File: config.mk
export PLATFORM = sky130hd
export DESIGN_NAME = ahb_sram_bridge_flat
export DESIGN_NICKNAME = d
export VERILOG_FILES = /design/src/rtl/ahb_sram_bridge_if.sv /design/src/rtl/ahb_sram_bridge.sv /design/src/flat_wrapper.sv
export SDC_FILE = /design/constraint.sdc
export NUM_CORES = 1
export LEC_CHECK = 0
export ABC_AREA = 1
export BUFFER_PORTS_ARGS = -buffer_cell sky130_fd_sc_hd__buf_2
export CAP_MARGIN = 0
export CORE_MARGIN = 5
export CORE_UTILIZATION = 32
export DETAILED_ROUTE_END_ITERATION = 7
export PLACE_DENSITY_LB_ADDON = 0.1
export SLEW_MARGIN = 20
export SYNTH_ARGS = -nofsm -noshare
export SYNTH_HDL_FRONTEND = slang
export SYNTH_SLANG_ARGS = --single-unit
File: constraint.sdc
create_clock -name HCLK -period 1.29 [get_ports HCLK]
set_clock_uncertainty 0.2 [all_clocks]
set_input_delay 0.0645 -clock HCLK [delete_from_list [all_inputs] [get_ports HCLK]]
set_output_delay 0.0645 -clock HCLK [all_outputs]
set_load 0.005 [all_outputs]
File: src/rtl/ahb_sram_bridge_if.sv
// AHB-Lite slave-side bus bundle used between the interconnect and the SRAM bridge.
interface ahb_sram_bridge_if;
  logic        HSEL;
  logic [31:0] HADDR;
  logic [1:0]  HTRANS;
  logic        HWRITE;
  logic [2:0]  HSIZE;
  logic        HREADY;
  logic [31:0] HWDATA;
  logic [31:0] HRDATA;
  logic        HREADYOUT;
  logic        HRESP;

  modport master (
    output HSEL, HADDR, HTRANS, HWRITE, HSIZE, HREADY, HWDATA,
    input  HRDATA, HREADYOUT, HRESP
  );

  modport slave (
    input  HSEL, HADDR, HTRANS, HWRITE, HSIZE, HREADY, HWDATA,
    output HRDATA, HREADYOUT, HRESP
  );
endinterface

File: src/rtl/ahb_sram_bridge.sv
// AHB-Lite to single-cycle word SRAM bridge: zero-wait reads/writes, one wait
// state only when a read address phase collides with a write data phase.
module ahb_sram_bridge #(
  parameter int AW = 11
) (
  input  logic                 HCLK,
  input  logic                 HRESETn,
  ahb_sram_bridge_if.slave     ahb,
  output logic                 ram_EN,
  output logic [3:0]           ram_WE,
  output logic [AW-1:0]        ram_A,
  output logic [31:0]          ram_Di,
  input  logic [31:0]          ram_Do
);

  typedef enum logic [1:0] {
    S_IDLE = 2'd0,
    S_RD   = 2'd1,
    S_WR   = 2'd2,
    S_RDW  = 2'd3
  } state_t;

  state_t        state_q, state_d;
  logic [AW-1:0] addr_q, addr_d;
  logic [3:0]    mask_q, mask_d;

  logic          accept;
  logic [3:0]    size_mask;
  logic [AW-1:0] haddr_word;
  logic [31:0]   hrdata;
  logic          hreadyout;
  logic          unused_bits;

  // Qualifying with HRESETn keeps the SRAM strobes quiet while reset is held.
  assign accept     = ahb.HSEL & ahb.HTRANS[1] & ahb.HREADY & HRESETn;
  assign haddr_word = ahb.HADDR[AW+1:2];
  assign unused_bits = &{1'b0, ahb.HADDR[31:AW+2], ahb.HTRANS[0]};

  always_comb begin
    size_mask = 4'b1111;
    case (ahb.HSIZE)
      3'd0:    size_mask = 4'b0001 << ahb.HADDR[1:0];
      3'd1:    size_mask = ahb.HADDR[1] ? 4'b1100 : 4'b0011;
      default: size_mask = 4'b1111;
    endcase
  end

  always_comb begin
    state_d   = S_IDLE;
    addr_d    = addr_q;
    mask_d    = mask_q;
    ram_EN    = 1'b0;
    ram_WE    = 4'b0000;
    ram_A     = addr_q;
    hreadyout = 1'b1;
    hrdata    = 32'h0;

    case (state_q)
      S_WR: begin
        ram_EN = 1'b1;
        ram_WE = mask_q;
        ram_A  = addr_q;
      end
      S_RDW: begin
        ram_EN    = 1'b1;
        ram_A     = addr_q;
        hreadyout = 1'b0;
        state_d   = S_RD;
      end
      S_RD: begin
        hrdata = ram_Do;
      end
      default: ;
    endcase

    // A read landing on a write data phase yields to the write and is replayed from addr_q.
    if (accept && (state_q != S_RDW)) begin
      addr_d = haddr_word;
      mask_d = size_mask;
      if (ahb.HWRITE) begin
        state_d = S_WR;
      end else if (state_q == S_WR) begin
        state_d = S_RDW;
      end else begin
        ram_EN  = 1'b1;
        ram_WE  = 4'b0000;
        ram_A   = haddr_word;
        state_d = S_RD;
      end
    end
  end

  always_ff @(posedge HCLK or negedge HRESETn) begin
    if (!HRESETn) begin
      state_q <= S_IDLE;
      addr_q  <= '0;
      mask_q  <= 4'b0000;
    end else begin
      state_q <= state_d;
      addr_q  <= addr_d;
      mask_q  <= mask_d;
    end
  end

  assign ram_Di        = ahb.HWDATA;
  assign ahb.HRDATA    = hrdata;
  assign ahb.HREADYOUT = hreadyout;
  assign ahb.HRESP     = 1'b0;

endmodule

File: src/flat_wrapper.sv
// flat-port wrapper written by rule: the top's interface ports become plain ports
module ahb_sram_bridge_flat 
#(
  parameter int AW = 11
)
  (HCLK, HRESETn, ram_EN, ram_WE, ram_A, ram_Di, ram_Do, ahb_HSEL, ahb_HADDR, ahb_HTRANS, ahb_HWRITE, ahb_HSIZE, ahb_HREADY, ahb_HWDATA, ahb_HRDATA, ahb_HREADYOUT, ahb_HRESP);
  ahb_sram_bridge_if ahb_i ();
  input  logic HCLK;
  input  logic HRESETn;
  output logic ram_EN;
  output logic [3:0] ram_WE;
  output logic [AW-1:0] ram_A;
  output logic [31:0] ram_Di;
  input  logic [31:0] ram_Do;
  input wire logic [$bits(ahb_i.HSEL)-1:0] ahb_HSEL;
  input wire logic [$bits(ahb_i.HADDR)-1:0] ahb_HADDR;
  input wire logic [$bits(ahb_i.HTRANS)-1:0] ahb_HTRANS;
  input wire logic [$bits(ahb_i.HWRITE)-1:0] ahb_HWRITE;
  input wire logic [$bits(ahb_i.HSIZE)-1:0] ahb_HSIZE;
  input wire logic [$bits(ahb_i.HREADY)-1:0] ahb_HREADY;
  input wire logic [$bits(ahb_i.HWDATA)-1:0] ahb_HWDATA;
  output wire logic [$bits(ahb_i.HRDATA)-1:0] ahb_HRDATA;
  output wire logic [$bits(ahb_i.HREADYOUT)-1:0] ahb_HREADYOUT;
  output wire logic [$bits(ahb_i.HRESP)-1:0] ahb_HRESP;
  assign ahb_i.HSEL = ahb_HSEL;
  assign ahb_i.HADDR = ahb_HADDR;
  assign ahb_i.HTRANS = ahb_HTRANS;
  assign ahb_i.HWRITE = ahb_HWRITE;
  assign ahb_i.HSIZE = ahb_HSIZE;
  assign ahb_i.HREADY = ahb_HREADY;
  assign ahb_i.HWDATA = ahb_HWDATA;
  assign ahb_HRDATA = ahb_i.HRDATA;
  assign ahb_HREADYOUT = ahb_i.HREADYOUT;
  assign ahb_HRESP = ahb_i.HRESP;
  ahb_sram_bridge #(.AW(AW)) u_core (.HCLK(HCLK), .HRESETn(HRESETn), .ahb(ahb_i), .ram_EN(ram_EN), .ram_WE(ram_WE), .ram_A(ram_A), .ram_Di(ram_Di), .ram_Do(ram_Do));
endmodule
==> flow_summary_export.csv, run 1 <==
group,metric,value,unit
status,status,"complete, but fails checks",
status,violations,"negative setup slack",
clock_network,cts_sinks,17,
sta,fmax,614,MHz
synthesis,yosys.cell_types.count,17,
synthesis,seq_area_frac_synth,29.0,%
drt,drtPass1Iterations,6,
synthesis,synth-seq-cells,17,
cells_and_area,regArea,427,µm²
global_routing,grt_pass1_wl,8630,µm
synthesis,syn_nets,340,
clock_network,h-tree-depth,1,
cells_and_area,multi_input_area,602,µm²
critical_path,worstPathArrival,1360,ps
global_routing,top_usage_layer,"met2",
floorplan,rows,24,
critical_path,path_delay_family,"flip-flops",
drt,wl_per_cell,13.9,µm
place,portBuffers,102,
cells_and_area,fin_nets,467,
worst_hold_path,holdPathStages,5,
sta,period_needed,1630,ps
run,max_cap_viol_count,0,
cells_and_area,drive_gt1_share,37.8,%
drt,drc,0,
floorplan,initial_core_util,33.3,%
sta,rsz0062_at_grt,"true",
synthesis,synthCells,234,
critical_path,cp-end-kind,"primary output",
global_routing,antenna_found_initial,0,
worst_hold_path,min_path_type,"input pin to flop",
cells_and_area,area_delta_synth_final,67.9,%
critical_path,crit_fanout,12,
sta,setup_slack,-338,ps
drt,wirelength,5730,µm
critical_path,critPathKind,"flop to primary output",
synthesis,ys_warn_count,0,
critical_path,reg2reg_from,"u_core.state_q[0]",
sta,fin_setup_tns,-11890,ps
synthesis,syn_avg_cell_area,6.28,µm²
clock_network,clk_pin_slew,70,ps
critical_path,r2r_cells,6,
clock_network,clockRootBuffer,"clkbuf_8",
power,ir_drop,0.498,mV
drt,ant_nets,0,
critical_path,r2r_slack,-40,ps
critical_path,path_buf_inv,2,
critical_path,crit_chain,"a21oi_4 -> buf_6 -> nand4_1 -> nand2_1 -> buf_2",
place,dpl.hpwl,3520,µm
place,gp_congestion,0.703,
critical_path,cp-start-kind,"flop",
global_routing,grt_pass1_vias,1715,
worst_hold_path,hp-start,"ahb_HSIZE[0]",
floorplan,die_h,77.8,µm
clock_network,tritoncts,"built",
floorplan,die-area,6050,µm²
sta,slew_violations,0,
sta,finalSetupViolations,64,
floorplan,core_area,4410,µm²
worst_hold_path,holdPathEnd,"u_core.mask_q[2]",
drt,drt_iter0_drc,39,
power,power_density,664,nW/µm²
global_routing,overflow,0,
global_routing,grt_max_degree,33,
sta,final-hold-violation-count,0,
critical_path,critPathMaxStageDelay,460,ps
global_routing,use_met1,20.0,%
cells_and_area,fillers,422,
global_routing,grt.total_usage,17.1,%
drt,route.vias.total,1777,
power,p_leak,1.56,nW
clock_network,clk_path_buf_depth,2,
clock_network,insertion_delay,250,ps
synthesis,syn_area,1470,µm²
sta,post-route-period-util,126,%
clock_network,cts_inserted_buffers,3,
sta,holdWs,6.04,ps
floorplan,die_w,77.8,µm
floorplan,ios,188,
critical_path,worstPathRequired,1030,ps
critical_path,r2r-end,"u_core.mask_q[0]",
global_routing,grt_use_met2,32.6,%
critical_path,cp_slowest_cell,"dfrtp_2",
cells_and_area,n_antenna_cell,0,
drt,vias_per_cell,4.31,
global_routing,use_met3,3.01,%
layout by cell type, fill, tap and decap left out:
cell type and n:
buf_12 2, buf_6 4, buf_2 102, nand2_4 1
conb_1 1, nand2_2 2, o21ai_2 1, o21ai_1 5
nor2_2 4, a21oi_4 1, dfrtp_1 16, dfrtp_2 1
nor2_4 1, a21oi_1 4, nor2_1 33, nand3_1 11
inv_2 2, clkbuf_1 1, clkbuf_16 1, inv_1 41
clkbuf_8 3, nand4_1 11, nand3_4 1, buf_4 10
dlygate4sd3_1 47, nand2_1 54
layout make-up:
type	count	area share [%]
Multi-Input combinational cell	130	24.4
Clock buffer	4	1.83
Tap cell	52	2.64
Sequential cell	17	17.3
Timing Repair Buffer	166	47.3
Inverter	43	6.54
cell families (layout without fill, tap and decap cells):
| kind of cell | count (synthesis) | count (layout) | share of synthesized area (%) |
|---|---|---|---|
| compound gates | 11 | 11 | 4.00 |
| buf+inv | 87 | 213 | 32.5 |
| flops | 17 | 17 | 29.0 |
| other cells | 1 | 1 | 0.255 |
| simple gates | 118 | 118 | 34.2 |
synthesized netlist by cell type:
cell type / count / area [µm²]
nor2_1: 37 / 139
o21ai_1: 6 / 30.0
dfrtp_1: 17 / 425
nor2_4: 1 / 11.3
nand3_1: 11 / 55.1
nand3_2: 1 / 10.0
buf_6: 1 / 11.3
a21oi_2: 1 / 8.76
conb_1: 1 / 3.75
nand2_1: 55 / 206
buf_2: 7 / 35.0
nand2_2: 2 / 12.5
nand4_1: 11 / 68.8
buf_4: 36 / 270
inv_2: 1 / 3.75
a21oi_1: 4 / 20.0
inv_1: 42 / 158
registers in the layout, indices dropped and copies added (netlist names):
| name | flops |
|---|---|
| u_core.addr_q | 11 |
| u_core.mask_q | 4 |
| u_core.state_q | 2 |
tightest hold or removal path, delay by kind of cell:
family                 cells  cell delay [ps]
AND/OR/NAND/NOR            1               70
buffers and inverters      2              110
AO/OA/AOI/OAI              2              170
routing by layer:
| layer | wire [µm] | vias to the layer above |
|---|---|---|
| met2 | 3120 | 82 |
| met3 | 462 | 2 |
| met1 | 2130 | 783 |
| li1 | - | 910 |
| met5 | 0 | - |
| met4 | 10 | 0 |
stage by stage:
step	util (%)	power [mW]	setup slack [ps]	cells	cell area (µm²)
3_5_place_dp	41.3	1.10	-117	355	1820
3_3_place_gp	41.3	1.10	-91.2	355	1820
4_1_cts	54.7	1.64	-318	410	2420
2_1_floorplan	-	0.964	87.6	234	1470
5_1_grt	55.9	1.76	-425	412	2470
6_report	55.9	1.64	-338	412	2470
report_power, final:
part	internal (mW)	total [mW]	leakage, nW	switching (mW)
combinational	0.306	0.564	1.32	0.258
sequential	0.625	0.675	0.212	0.0502
clock	0.219	0.400	0.0228	0.181
total	1.15	1.64	1.56	0.489
worst max path at each step:
stage                 startpoint        to  slack, ps  cells past startpoint
2_1_floorplan  u_core.state_q[1]  ram_A[0]         90                      5
3_3_place_gp   u_core.state_q[1]  ram_A[1]        -90                      5
3_5_place_dp   u_core.state_q[1]  ram_A[8]       -120                      5
4_1_cts        u_core.state_q[1]  ram_A[1]       -320                      5
5_1_grt        u_core.state_q[0]  ram_A[0]       -420                      6
6_report       u_core.state_q[1]  ram_A[3]       -340                      5
timing repair:
action,4_1_cts,5_1_grt
gates resized for setup,11,6
gates cloned,0,2
endpoints found under the setup margin,49,66
setup buffers,4,0
hold buffers,47,0
pin swaps,2,1
endpoints found under the hold margin,64,0
(Power assumes the default switching activity.)
==> run 2: changes to the inputs <==
--- a/config.mk
+++ b/config.mk
@@ -8,10 +8,11 @@
 export ABC_AREA = 1
 export BUFFER_PORTS_ARGS = -buffer_cell sky130_fd_sc_hd__buf_2
 export CAP_MARGIN = 0
-export CORE_MARGIN = 5
-export CORE_UTILIZATION = 32
+export CORE_AREA = 2 2 73 75
 export DETAILED_ROUTE_END_ITERATION = 7
+export DIE_AREA = 0 0 75 77
 export PLACE_DENSITY_LB_ADDON = 0.1
+export RECOVER_POWER = 100
 export SLEW_MARGIN = 20
 export SYNTH_ARGS = -nofsm -noshare
 export SYNTH_HDL_FRONTEND = slang
==> flow_summary_export.csv, run 2 (synthesis gave the netlist of run 1 again) <==
group,metric,value,unit
status,status,"complete, but fails checks",
cells_and_area,drive_gt1_share,35.7,%
floorplan,die-area,5780,µm²
clock_network,cts_sinks,17,
cells_and_area,final_cell_mix,"buf_2, nand2_1, dlygate4sd3_1",
critical_path,path_buf_inv,1,
sta,fin_setup_tns,-10420,ps
power,p_leak,1.50,nW
critical_path,critPathKind,"flop to primary output",
clock_network,cts_inserted_buffers,3,
floorplan,ios,188,
drt,drt_iter0_drc,32,
critical_path,worstPathArrival,1360,ps
sta,fmax,615,MHz
place,portBuffers,102,
critical_path,critPathMaxStageDelay,440,ps
cells_and_area,largest_register_ffs,11,
clock_network,tritoncts,"built",
power,power_density,670,nW/µm²
sta,final-hold-violation-count,0,
cells_and_area,area_delta_synth_final,65.0,%
drt,wl_per_cell,11.4,µm
floorplan,die_h,77,µm
global_routing,grt_max_degree,33,
floorplan,die_w,75,µm
cells_and_area,fin_nets,460,
place,dpl.hpwl,3090,µm
global_routing,grt.total_usage,15.4,%
drt,drc,0,
sta,period_needed,1630,ps
clock_network,h-tree-depth,1,
critical_path,crit_path_frequent_cell,"nand2_1",
cells_and_area,final_common_cell,"buf_2",
floorplan,core_area,4980,µm²
critical_path,worstPathRequired,1030,ps
sta,finalSetupViolations,49,
drt,route.vias.total,1770,
global_routing,antenna_found_initial,0,
critical_path,cp_slowest_cell,"dfrtp_2",
status,violations,"negative setup slack",
drt,wirelength,4840,µm
power,ir_drop,0.363,mV
sta,setup_slack,-336,ps
global_routing,grt_pass1_wl,7080,µm
sta,slew_violations,0,
sta,post-route-period-util,126,%
global_routing,grt_pass1_vias,1626,
sta,holdWs,3.76,ps
place,gp_congestion,0.721,
power,power,1.62,mW
worst_hold_path,min_path_type,"input pin to flop",
place,post-place-ws,-164,ps
cells_and_area,reg.largest.list,"u_core.addr_q x11, u_core.mask_q x4, u_core.state_q x2",
sta,rsz0062_at_grt,"true",
drt,vias_per_cell,4.18,
critical_path,path_delay_family,"flip-flops",
critical_path,crit_fanout,11,
clock_network,insertion_delay,250,ps
floorplan,rows,26,
clock_network,clk_path_buf_depth,2,
cells_and_area,instances_no_fill,423,
global_routing,overflow,0,
cells_and_area,top_register,"u_core.addr_q",
critical_path,cp-end-kind,"primary output",
drt,drtPass1Iterations,4,
drt,ant_nets,0,
critical_path,cp-start-kind,"flop",
run,max_cap_viol_count,0,
critical_path,crit_chain,"a21oi_4 -> nand3_4 -> nand2_1 -> nand2_1 -> buf_2",
clock_network,clk_pin_slew,70,ps
clock_network,clockRootBuffer,"clkbuf_8",
cells_and_area,n_antenna_cell,0,
floorplan,initial_core_util,29.5,%
place,placedCellCount,371,
## run 2: worst paths after layout
path                                endpoint  slack (ps)              start  depth (start not counted)
hold / removal              u_core.mask_q[2]           4       ahb_HSIZE[0]                          5
hold reg to reg             u_core.addr_q[6]         270   u_core.addr_q[6]                          2
max in group asynchronous  u_core.state_q[1]         280            HRESETn                          3
setup reg to reg            u_core.mask_q[3]           0  u_core.state_q[1]                          5
min in group asynchronous   u_core.mask_q[0]         290            HRESETn                          3
setup / recovery                    ram_A[7]        -340  u_core.state_q[1]                          5
## run 2: repair_timing
item                                   in CTS  in global routing
setup buffers                               0                  1
hold buffers                               47                  0
endpoints found under the hold margin      64                  0
setup endpoints to repair                  49                 66
pin swaps                                   1                  1
resized for setup                           4                  6
## run 2: power breakdown
group	leakage, nW	total [mW]	internal, mW	switching [mW]
Clock	0.0228	0.393	0.219	0.174
Combinational	1.27	0.554	0.306	0.248
Sequential	0.212	0.676	0.625	0.0512
## run 2: worst min-delay path, stage by stage
cell     delay, ps
buf_2           70
inv_1           40
nand2_1         70
a21oi_1         60
o21ai_1        110
## run 2: stage by stage
stage | cell area (µm²) | util (%)
4_1_cts | 2400 | 48.3
3_3_place_gp | 1870 | 37.5
2_1_floorplan | 1470 | -
5_1_grt | 2420 | 48.7
6_report | 2420 | 48.7
3_5_place_dp | 1870 | 37.5
## run 2: layer usage
| metal | track usage, % | wire (µm) |
|---|---|---|
| met4 | 3.93 | 46 |
| met3 | 1.58 | 354 |
| met1 | 16.5 | 1830 |
| met2 | 30.4 | 2610 |
| met5 | 0 | 0 |
## run 2: area by class of cell
| class | count | area, µm² |
|---|---|---|
| clock buffer | 4 | 45.0 |
| fill | 509 | 2550 |
| inverter | 43 | 161 |
| multi-input combinational | 130 | 593 |
| sequential | 17 | 427 |
| tap | 70 | 87.6 |
| timing repair buffer | 159 | 1110 |
==> run 3: changes to the inputs <==
--- a/config.mk
+++ b/config.mk
@@ -8,9 +8,9 @@
 export ABC_AREA = 1
 export BUFFER_PORTS_ARGS = -buffer_cell sky130_fd_sc_hd__buf_2
 export CAP_MARGIN = 0
-export CORE_AREA = 2 2 73 75
+export CORE_AREA = 2 2 72 74
 export DETAILED_ROUTE_END_ITERATION = 7
-export DIE_AREA = 0 0 75 77
+export DIE_AREA = 0 0 74 76
 export PLACE_DENSITY_LB_ADDON = 0.1
 export RECOVER_POWER = 100
 export SLEW_MARGIN = 20
==> constraint.sdc (replaced) <==
create_clock -name HCLK -period 2.1 [get_ports HCLK]
set_clock_uncertainty 0.2 [all_clocks]
set_input_delay 0.105 -clock HCLK [delete_from_list [all_inputs] [get_ports HCLK]]
set_output_delay 0.105 -clock HCLK [all_outputs]
set_load 0.005 [all_outputs]
==> flow_summary_export.csv, run 3 (synthesis gave the netlist of run 1 again) <==
group,metric,value,unit
floorplan,initial_core_util,29.9,%
cells_and_area,instances_no_fill,385,
power,p_leak,1.16,nW
floorplan,ios,188,
global_routing,grt_pass1_vias,1451,
cells_and_area,final_common_cell,"buf_2",
place,gp_congestion,0.717,
critical_path,worstPathArrival,1570,ps
sta,rsz0062_at_grt,"false",
drt,drt_iter0_drc,40,
clock_network,cts_inserted_buffers,3,
power,power_density,477,nW/µm²
drt,drt-met1-wl,1870,µm
sta,worst_pin_slew,984,ps
power,power,0.916,mW
sta,holdWs,10.0,ps
place,place_area,1790,µm²
sta,slew_violations,0,
critical_path,cp-start-kind,"flop",
floorplan,core_area,4910,µm²
cells_and_area,drive_gt1_share,24.8,%
floorplan,die_h,76,µm
drt,wirelength,4370,µm
power,ir_drop,0.323,mV
cells_and_area,fin_nets,422,
cells_and_area,largest_register_ffs,11,
clock_network,post-cts-setup-buffers,0,
critical_path,critPathKind,"flop to primary output",
drt,route.vias.total,1583,
drt,drtPass1Iterations,4,
clock_network,clk_path_buf_depth,2,
sta,finalSetupViolations,0,
place,dpl.hpwl,3380,µm
global_routing,grt.total_usage,15.1,%
global_routing,grt_pass1_wl,6820,µm
cells_and_area,final_cell_area,1920,µm²
clock_network,cts_sinks,17,
drt,ant_nets,0,
critical_path,cp-end-kind,"primary output",
global_routing,antenna_found_initial,1,
floorplan,die-area,5620,µm²
status,status,"complete, no violations",
cells_and_area,reg.largest.list,"u_core.addr_q x11, u_core.mask_q x4, u_core.state_q x2",
cells_and_area,top_register,"u_core.addr_q",
cells_and_area,n_antenna_cell,0,
critical_path,crit_fanout,22,
cells_and_area,area_delta_synth_final,30.7,%
clock_network,clockRootBuffer,"clkbuf_8",
floorplan,die_w,74,µm
sta,fmax,533,MHz
worst_hold_path,min_path_type,"input pin to primary output",
global_routing,grt_max_degree,33,
critical_path,worstPathRequired,1790,ps
sta,post-route-period-util,89.3,%
cells_and_area,fillers,580,
critical_path,r2r_slack,600,ps
sta,max_slew_margin,34.4,%
run,max_cap_viol_count,0,
clock_network,tritoncts,"built",
place,portBuffers,102,
sta,period_needed,1870,ps
cells_and_area,final_cell_mix,"buf_2, nand2_1, inv_1",
clock_network,insertion_delay,250,ps
drt,wl_per_cell,11.4,µm
clock_network,h-tree-depth,1,
global_routing,overflow,0,
drt,top_layer_used,"met5",
sta,final-hold-violation-count,0,
drt,drc,0,
sta,fin_setup_tns,0,ps
drt,wl_met2,1990,µm
floorplan,rows,26,
place,placedCellCount,367,
clock_network,clk_pin_slew,70,ps
drt,vias_per_cell,4.11,
drt,met3_length,452,µm
-- run 3: final timing paths --
path / start / endpoint / cells after the start
setup / recovery: u_core.state_q[1] / ram_EN / 4
hold / removal: ahb_HWDATA[10] / ram_Di[10] / 0
setup reg to reg: u_core.state_q[1] / u_core.mask_q[2] / 4
hold reg to reg: u_core.addr_q[4] / u_core.addr_q[4] / 2
max in group asynchronous: HRESETn / u_core.addr_q[3] / 3
min in group asynchronous: HRESETn / u_core.mask_q[2] / 3
-- run 3: report_power, final --
group	switching [mW]	total (mW)	internal, mW	leakage (nW)
logic	0.131	0.259	0.128	0.924
clock network	0.110	0.245	0.134	0.0228
registers	0.0287	0.412	0.384	0.214
total	0.270	0.916	0.646	1.16
-- run 3: per-layer routing --
metal	vias to the layer above	global-route usage [%]
met5	-	0
li1	825	-
met2	74	24.8
met4	2	4.00
met1	670	19.0
met3	12	4.50
-- run 3: cell type report --
| type | instances | area [µm²] | area share, % |
|---|---|---|---|
| clock buffers | 4 | 45.0 | 2.35 |
| multi-input cells | 130 | 566 | 29.5 |
| well taps | 70 | 87.6 | 4.56 |
| repair buffers | 121 | 634 | 33.1 |
| inverters | 43 | 161 | 8.41 |
| flip-flops and latches | 17 | 425 | 22.2 |
-- run 3: what timing repair did --
item | in CTS | in global routing
endpoints found under the hold margin | 31 | 0
gates resized for setup | 0 | 0
hold buffers | 14 | 0
-- run 3: per-stage QoR --
step	worst slack (ps)	utilization [%]
after floorplan	857	-
after global placement	500	36.4
after detailed placement	482	36.4
after CTS	193	40.2
after global routing	69.6	39.1
final	225	39.1
-- run 3: worst max-delay path, stage by stage (launching register included) --
cell and delay (ps):
dfrtp_1 430, nand2_2 220, nand2_2 300, o21ai_1 220, buf_2 150
